**src/rtl/trdb_packet_arbiter_if.sv**
```systemverilog
// Bundle of the arbiter's handshake and data signals. The upstream side
// (per-core packet FIFOs plus the aligner's grant) drives the master
// modport. The arbiter itself connects through the slave modport.
//
// Signals:
//   src_packet_bits_i  NUM_SRC x PACKET_LEN         payload per source
//   src_packet_len_i   NUM_SRC x PACKET_HEADER_LEN  length per source
//   src_valid_i        NUM_SRC                      source has a packet pending
//   src_grant_o        NUM_SRC                      packet consumed (one-hot/zero)
//   packet_bits_o      PACKET_LEN                   to aligner packet_bits_i
//   packet_len_o       PACKET_HEADER_LEN            to aligner packet_len_i
//   valid_o            1                            to aligner valid_i
//   grant_i            1                            from aligner grant_o
//   src_id_o           SRC_W                        id of the locked source
//   proto_err_o        1                            sticky protocol error
interface trdb_packet_arbiter_if #(
  parameter int NUM_SRC           = 4,
  parameter int PACKET_LEN        = 64,
  parameter int PACKET_HEADER_LEN = 7
);
  localparam int SRC_W = $clog2(NUM_SRC);

  logic [NUM_SRC-1:0][PACKET_LEN-1:0]        src_packet_bits_i;
  logic [NUM_SRC-1:0][PACKET_HEADER_LEN-1:0] src_packet_len_i;
  logic [NUM_SRC-1:0]                        src_valid_i;
  logic [NUM_SRC-1:0]                        src_grant_o;
  logic [PACKET_LEN-1:0]                     packet_bits_o;
  logic [PACKET_HEADER_LEN-1:0]              packet_len_o;
  logic                                      valid_o;
  logic                                      grant_i;
  logic [SRC_W-1:0]                          src_id_o;
  logic                                      proto_err_o;

  modport master (
    output src_packet_bits_i, src_packet_len_i, src_valid_i, grant_i,
    input  src_grant_o, packet_bits_o, packet_len_o, valid_o, src_id_o,
           proto_err_o
  );

  modport slave (
    input  src_packet_bits_i, src_packet_len_i, src_valid_i, grant_i,
    output src_grant_o, packet_bits_o, packet_len_o, valid_o, src_id_o,
           proto_err_o
  );
endinterface

```
**src/rtl/trdb_packet_arbiter.sv**
```systemverilog
// Round-robin arbiter that shares one trdb_stream_align instance among
// NUM_SRC trace packet sources. In IDLE it picks the first pending source at
// or after the round-robin pointer. It then locks onto that source until the
// aligner grants the packet. The grant is forwarded combinationally to the
// owning source. One IDLE bubble follows every packet.
//
// Ports:
//   clk_i   clock, all logic on the rising edge
//   rst_ni  synchronous active-low reset
//   bus     trdb_packet_arbiter_if.slave; source-side and aligner-side signals
//
// NUM_SRC must lie in the range 2..16.
module trdb_packet_arbiter #(
  parameter int NUM_SRC           = 4,
  parameter int PACKET_LEN        = 64,
  parameter int PACKET_HEADER_LEN = 7
) (
  input  logic                  clk_i,
  input  logic                  rst_ni,
  trdb_packet_arbiter_if.slave  bus
);
  localparam int SRC_W = $clog2(NUM_SRC);
  localparam logic [SRC_W-1:0] LAST_SRC = SRC_W'(NUM_SRC - 1);

  typedef enum logic [0:0] {
    ST_IDLE   = 1'b0,
    ST_LOCKED = 1'b1
  } state_e;

  state_e           state_q, state_d;
  logic [SRC_W-1:0] sel_q, sel_d;
  logic [SRC_W-1:0] rr_ptr_q, rr_ptr_d;
  logic             proto_err_q, proto_err_d;

  logic [SRC_W-1:0] rr_pick;
  logic             rr_hit;
  int               rr_idx;
  logic [SRC_W-1:0] rr_idx_w;

  // Scan offsets from high to low. The last hit wins, so the result is the
  // source with the smallest offset from rr_ptr_q. This is the first pending
  // source found when searching upward with wrap.
  always_comb begin : rr_search
    rr_pick  = rr_ptr_q;
    rr_hit   = 1'b0;
    rr_idx   = 0;
    rr_idx_w = '0;
    for (int k = NUM_SRC - 1; k >= 0; k--) begin
      rr_idx = int'(rr_ptr_q) + k;
      if (rr_idx >= NUM_SRC) begin
        rr_idx = rr_idx - NUM_SRC;
      end
      rr_idx_w = SRC_W'(rr_idx);
      if (bus.src_valid_i[rr_idx_w]) begin
        rr_pick = rr_idx_w;
        rr_hit  = 1'b1;
      end
    end
  end

  always_comb begin : fsm_next
    state_d           = state_q;
    sel_d             = sel_q;
    rr_ptr_d          = rr_ptr_q;
    proto_err_d       = proto_err_q;
    bus.valid_o       = 1'b0;
    bus.src_grant_o   = '0;
    bus.packet_bits_o = '0;
    bus.packet_len_o  = '0;
    bus.src_id_o      = '0;

    unique case (state_q)
      ST_IDLE: begin
        if (rr_hit) begin
          sel_d   = rr_pick;
          state_d = ST_LOCKED;
        end
      end

      ST_LOCKED: begin
        bus.packet_bits_o = bus.src_packet_bits_i[sel_q];
        bus.packet_len_o  = bus.src_packet_len_i[sel_q];
        bus.src_id_o      = sel_q;
        bus.valid_o       = bus.src_valid_i[sel_q];
        if (!bus.src_valid_i[sel_q]) begin
          // The locked source withdrew its packet before the grant.
          // Drop the lock and keep rr_ptr_q unchanged.
          proto_err_d = 1'b1;
          state_d     = ST_IDLE;
        end else if (bus.grant_i) begin
          // A reset that coincides with the aligner's grant abandons the
          // packet. Suppress the grant so the source does not discard it.
          bus.src_grant_o[sel_q] = rst_ni;
          rr_ptr_d = (sel_q == LAST_SRC) ? '0 : sel_q + 1'b1;
          state_d  = ST_IDLE;
        end
      end

      default: state_d = ST_IDLE;
    endcase
  end

  assign bus.proto_err_o = proto_err_q;

  always_ff @(posedge clk_i) begin
    if (!rst_ni) begin
      state_q     <= ST_IDLE;
      sel_q       <= '0;
      rr_ptr_q    <= '0;
      proto_err_q <= 1'b0;
    end else begin
      state_q     <= state_d;
      sel_q       <= sel_d;
      rr_ptr_q    <= rr_ptr_d;
      proto_err_q <= proto_err_d;
    end
  end
endmodule

```
**src/flat_wrapper.sv**
```systemverilog
// flat-port wrapper written by rule: the top's interface ports become plain ports
module trdb_packet_arbiter_flat 
#(
  parameter int NUM_SRC           = 4,
  parameter int PACKET_LEN        = 64,
  parameter int PACKET_HEADER_LEN = 7
)
  (clk_i, rst_ni, bus_src_packet_bits_i, bus_src_packet_len_i, bus_src_valid_i, bus_grant_i, bus_src_grant_o, bus_packet_bits_o, bus_packet_len_o, bus_valid_o, bus_src_id_o, bus_proto_err_o);
  trdb_packet_arbiter_if #(.NUM_SRC(NUM_SRC), .PACKET_LEN(PACKET_LEN), .PACKET_HEADER_LEN(PACKET_HEADER_LEN)) bus_i ();
  input  logic clk_i;
  input  logic rst_ni;
  input wire logic [$bits(bus_i.src_packet_bits_i)-1:0] bus_src_packet_bits_i;
  input wire logic [$bits(bus_i.src_packet_len_i)-1:0] bus_src_packet_len_i;
  input wire logic [$bits(bus_i.src_valid_i)-1:0] bus_src_valid_i;
  input wire logic [$bits(bus_i.grant_i)-1:0] bus_grant_i;
  output wire logic [$bits(bus_i.src_grant_o)-1:0] bus_src_grant_o;
  output wire logic [$bits(bus_i.packet_bits_o)-1:0] bus_packet_bits_o;
  output wire logic [$bits(bus_i.packet_len_o)-1:0] bus_packet_len_o;
  output wire logic [$bits(bus_i.valid_o)-1:0] bus_valid_o;
  output wire logic [$bits(bus_i.src_id_o)-1:0] bus_src_id_o;
  output wire logic [$bits(bus_i.proto_err_o)-1:0] bus_proto_err_o;
  assign bus_i.src_packet_bits_i = bus_src_packet_bits_i;
  assign bus_i.src_packet_len_i = bus_src_packet_len_i;
  assign bus_i.src_valid_i = bus_src_valid_i;
  assign bus_i.grant_i = bus_grant_i;
  assign bus_src_grant_o = bus_i.src_grant_o;
  assign bus_packet_bits_o = bus_i.packet_bits_o;
  assign bus_packet_len_o = bus_i.packet_len_o;
  assign bus_valid_o = bus_i.valid_o;
  assign bus_src_id_o = bus_i.src_id_o;
  assign bus_proto_err_o = bus_i.proto_err_o;
  trdb_packet_arbiter #(.NUM_SRC(NUM_SRC), .PACKET_LEN(PACKET_LEN), .PACKET_HEADER_LEN(PACKET_HEADER_LEN)) u_core (.clk_i(clk_i), .rst_ni(rst_ni), .bus(bus_i));
endmodule
```
**config.mk**
```make
export PLATFORM = sky130hd
export DESIGN_NAME = trdb_packet_arbiter_flat
export DESIGN_NICKNAME = d
export VERILOG_FILES = /design/src/rtl/trdb_packet_arbiter_if.sv /design/src/rtl/trdb_packet_arbiter.sv /design/src/flat_wrapper.sv
export SDC_FILE = /design/constraint.sdc
export NUM_CORES = 1
export LEC_CHECK = 0
export CORE_AREA = 8 8 139 141
export CTS_BUF_LIST = sky130_fd_sc_hd__clkbuf_8
export DETAILED_ROUTE_END_ITERATION = 10
export DIE_AREA = 0 0 147 149
export PLACE_DENSITY = 0.59
export SETUP_SLACK_MARGIN = 0.02
export SLEW_MARGIN = 10
export SYNTH_ARGS = -nofsm -noshare
export SYNTH_HDL_FRONTEND = slang
export SYNTH_SLANG_ARGS = --single-unit
export TNS_END_PERCENT = 50
```
**constraint.sdc**
```tcl
create_clock -name clk_i -period 4.79 [get_ports clk_i]
set_input_delay 0.958 -clock clk_i [delete_from_list [all_inputs] [get_ports clk_i]]
set_output_delay 0.958 -clock clk_i [all_outputs]
set_load 0.02 [all_outputs]
```
Word-level counts from Yosys, hierarchy flattened --
Index checks and enable logic that the tools add are counted.
Operators by class: reductions and logical operators 4, add/sub/neg operators 8, equality and inequality tests 1, multipliers 0, bitwise gates (word level) 3, div/mod/pow operators 0, $lt $le $gt $ge 10, shift-type cells 0, multiplexer cells 40
Operators by type and width (number):
- 64-bit binary-select mux with 2-bit select | 1
- 64-bit 2-to-1 mux | 2
- 2-bit 2-to-1 mux | 10
- 2-bit by 3-bit < comparator with 1-bit output, second input constant | 5
- 7-bit binary-select mux with 2-bit select | 1
- 1-bit 2-to-1 mux | 14
- 7-bit 2-to-1 mux | 2
- 4-bit 2-to-1 mux | 3
- 1-bit binary-select mux with 2-bit select | 5
- 3-bit greater-or-equal comparator, second input constant | 3
- 2-bit by 1-bit subtractor with 2-bit output, second input constant | 4
- 2-bit by 2-bit adder with 3-bit output, second input constant | 2
- 4-bit AND | 1
- 2-bit AND reduction | 2
- 2-bit by 1-bit adder with 3-bit output, second input constant | 1
- 2-bit by 3-bit greater-or-equal comparator with 1-bit output, second input constant | 1
- 3-bit AND reduction | 1
- 2-bit by 1-bit adder with 2-bit output, second input constant | 1
- 1-bit demux with 2-bit select | 1
- 2-bit == test, second input constant | 1
- 2-bit by 1-bit greater-or-equal comparator with 1-bit output, second input constant | 1
- 1-bit NOT | 2
- 1-bit case mux with 2 select lines | 1
- 1-bit logical AND | 1
Storage, ports and cells: output and inout port bits 79, ROM bits 0, bits of input ports 291, memories 0, word-level logic and storage cells 70, RAM bits 0, register bits 6, bits in latches 0

Depth between registers and ports, before layout --
depth after elaboration 11, depth in mapped cells 7, depth with buffers taken out 4

Least setup slack after synthesis --
No wires, ideal clock.
kind input -> output, start point input bus_src_valid_i[3], end point output bus_src_grant_o[0], data arrival time 1.867 ns, data required time 3.832 ns, setup slack 1.965 ns, buffers on the path 0, stages on the path 3, cells stage by stage mux4_2 > and4_1 > and2_1
Between the ends: cells in the longest elaborated chain, start to end 4
RTL lines:
- start: declaration | line flat_wrapper.sv:14 | input wire logic [$bits(bus_i.src_valid_i)-1:0] bus_src_valid_i;
- 1-bit binary-select mux with 2-bit select | line trdb_packet_arbiter.sv:85 | if (!bus.src_valid_i[sel_q]) begin
- 1-bit 2-to-1 mux (implied by the code) | line trdb_packet_arbiter.sv:85
- 4-bit 2-to-1 mux | line trdb_packet_arbiter.sv:85
- 4-bit 2-to-1 mux | line trdb_packet_arbiter.sv:72 | unique case (state_q)
- end: declaration | line flat_wrapper.sv:16 | output wire logic [$bits(bus_i.src_grant_o)-1:0] bus_src_grant_o;
Every way passes these cells. The select of a mux whose other input is x is not followed.

Worst setup path in the final report --
start point input bus_src_valid_i[3], end point output bus_src_grant_o[3]
The elaborated chain is that of the path after synthesis.

==> impl_metrics.ini <==
[status]
status = complete, no violations

[synth]
syn_nets = 521
postSynth.asyncResetShare = 0
ys_types = 26
synth_edf_count = 0
synth_area_leaders = mux4_2 61%, and2_1 18%, dfxtp_1 4.5%
syn_area_um2 = 2650
yosysMostFrequentCell = and2_1
yosys.area.top_type = mux4_2
synth.avg_cell_area_um2 = 11.7
synthCells = 226
seq_area_frac_synth = 0.0453
synth-seq-cells = 6
synthTopCellsByCount = 77 x and2_1, 72 x mux4_2, 10 x buf_2, 10 x clkbuf_1, 6 x dfxtp_1
yosysWarnings = 0
synth_ff_type = dfxtp_1
synth_top_area_share = 0.612

[worst_setup_path]
critPathBufInv = 2
slowest_delay_ns = 0.55
start_kind = input port
crit_path_frequent_cell = clkdlybuf4s50_1
crit_family = buffers and inverters
crit_slowest_cell = mux4_2
end_kind = primary output
path_cells = clkdlybuf4s50_1 -> mux4_2 -> and4_1 -> and2_1 -> clkdlybuf4s50_1
critical_path_class = in -> out
cp_max_fo = 7
cp.arrival_ns = 2.99
crit_required_ns = 3.83

[floorplan]
initial_core_util = 0.155
coreArea_um2 = 17100
dieArea_um2 = 21900
die_x_um = 147
pin_count = 370
num_rows = 48
dieHeight_um = 149

[pwr]
ir_worst_vdd_v = 0.0000871
power_density_nw_per_um2 = 127
p_leak_nw = 2.22

[sta]
slew_viol_final = 0
max_freq_mhz = 254
hold_viol_final = 0
rsz0062_at_grt = false
tns_ns = 0
fin_crit_ns = 3.94
finalCritPeriodShare = 0.823
setup_viol = 0
skew_ns = 0.00239
max_slew.worst_pin.slew_ns = 0.826
setup_slack_ns = 0.847
slew_headroom = 0.450

[placed_design]
gp_congestion = 0.875
io_buffer_count = 369
dp_worst_setup_slack_ns = 0.854
hpwl_um = 15700

[detailed_routing]
num_vias = 3531
drt_iter0_markers = 122
wire_per_inst_um = 22.2
drt-total-wl_um = 17800
drc = 0
first_pass_iters = 6
drtAntennaViolNets = 0
vias_per_cell = 4.41

[grt]
first_global_vias = 4072
grt_max_degree = 61
antenna_found_initial = 2
track_usage = 0.151
grt_pass1_wl_um = 25900
overflow = 0

[final_layout]
n_antenna_cell = 0
area_growth_pct = 148
drive_above_1_share = 0.144
layout.nets = 872
fillers = 1666

[clocking]
ctsHoldBuffers = 0
clk_latency_ns = 0.22
cts_setup_buffers = 0
clock_sinks = 6
clk_pin_slew_ns = 0.04
cts_buffer_depth = 2
cts_made_buffers = 3
root_buffer = clkbuf_8
htree_num_levels = 1
cts_tree = built
cts_resized = 0

[flow_run]
drv_cap = 0

[min_path]
min_path_type = reg -> reg
## power breakdown
| part | total, W | internal, W | switching (W) |
|---|---|---|---|
| Sequential | 0.0000839 | 0.0000544 | 0.0000295 |
| Clock | 0.0000759 | 0.0000550 | 0.0000209 |
| Combinational | 0.000671 | 0.000450 | 0.000221 |
| Total | 0.000831 | 0.000559 | 0.000272 |
## state kept, by name, indices dropped and copies added (netlist names)
signal / flops
u_core.state_q: 1
u_core.sel_q: 2
u_core.bus.proto_err_o: 1
u_core.rr_ptr_q: 2
## metal layers
metal | vias up | part of all wire | track usage
met5 | - | 0.0013 | 0
met4 | 4 | 0.013 | 0.0214
met3 | 16 | 0.10 | 0.0573
met2 | 218 | 0.54 | 0.291
met1 | 1693 | 0.35 | 0.156
li1 | 1600 | - | -
## cell families (layout without fill, tap and decap cells)
family	after synthesis	after routing	share of synthesized area
AOI/OAI and AO/OA	16	16	0.0368
buffers and inverters	31	381	0.0628
and+or+nand+nor	95	95	0.216
DFF	6	6	0.0453
muxes	74	74	0.620
adders and majority gates	4	4	0.0189
## cell type report
type	instances	area (µm²)	share of cell area
inverter	4	15.0	0.00229
clock inverter	1	3.75	0.000571
timing repair buffer	373	3740	0.569
clock buffer	3	41.3	0.00629
tap	225	282	0.0429
sequential	6	129	0.0196
multi-input combinational	189	2360	0.360
## through the flow
stage	hold slack (ns)	util	total power, W	cells	area [µm²]
2_1_floorplan	0.459	-	0.000368	226	2650
3_3_place_gp	0.439	0.382	0.000755	797	6520
3_5_place_dp	0.453	0.382	0.000763	797	6520
4_1_cts	0.461	0.385	0.000844	801	6570
5_1_grt	0.507	0.385	0.000882	801	6570
6_report	0.456	0.385	0.000831	801	6570
## worst reg2reg max path: cells and delay by family, from the launching register on
kind	cells	cell delay [ns]
DFF	1	0.78
buffers and inverters	1	0.45
AOI/OAI and AO/OA	2	0.39
and+or+nand+nor	2	0.25
## worst paths after layout
check                                end  cells after the start                   start  slack (ns)
hold reg to reg   u_core.bus.proto_err_o                      2  u_core.bus.proto_err_o        0.46
setup / recovery      bus_src_grant_o[3]                      5      bus_src_valid_i[3]        0.85
hold / removal    u_core.bus.proto_err_o                      2  u_core.bus.proto_err_o        0.46
setup reg to reg      u_core.rr_ptr_q[0]                      5          u_core.state_q        2.85
## cell usage in the layout, fill, tap and decap left out, drive strengths merged
cell / synthesis / final
a211o: 2 / 2
a21oi: 3 / 3
a31oi: 1 / 1
and2: 78 / 78
and4: 1 / 1
buf: 17 / 4
clkbuf: 10 / 3
clkdlybuf4s50: 0 / 369
dfxtp: 6 / 6
ha: 4 / 4
inv: 4 / 5
mux2i: 2 / 2
mux4: 72 / 72
nand2: 5 / 5
nand3: 3 / 3
nand3b: 1 / 1
nor2: 4 / 4
nor2b: 2 / 2
nor3: 1 / 1
o21a: 1 / 1
o21ai: 6 / 6
o221ai: 1 / 1
o22ai: 2 / 2
Power figures use the tool's default switching activity.
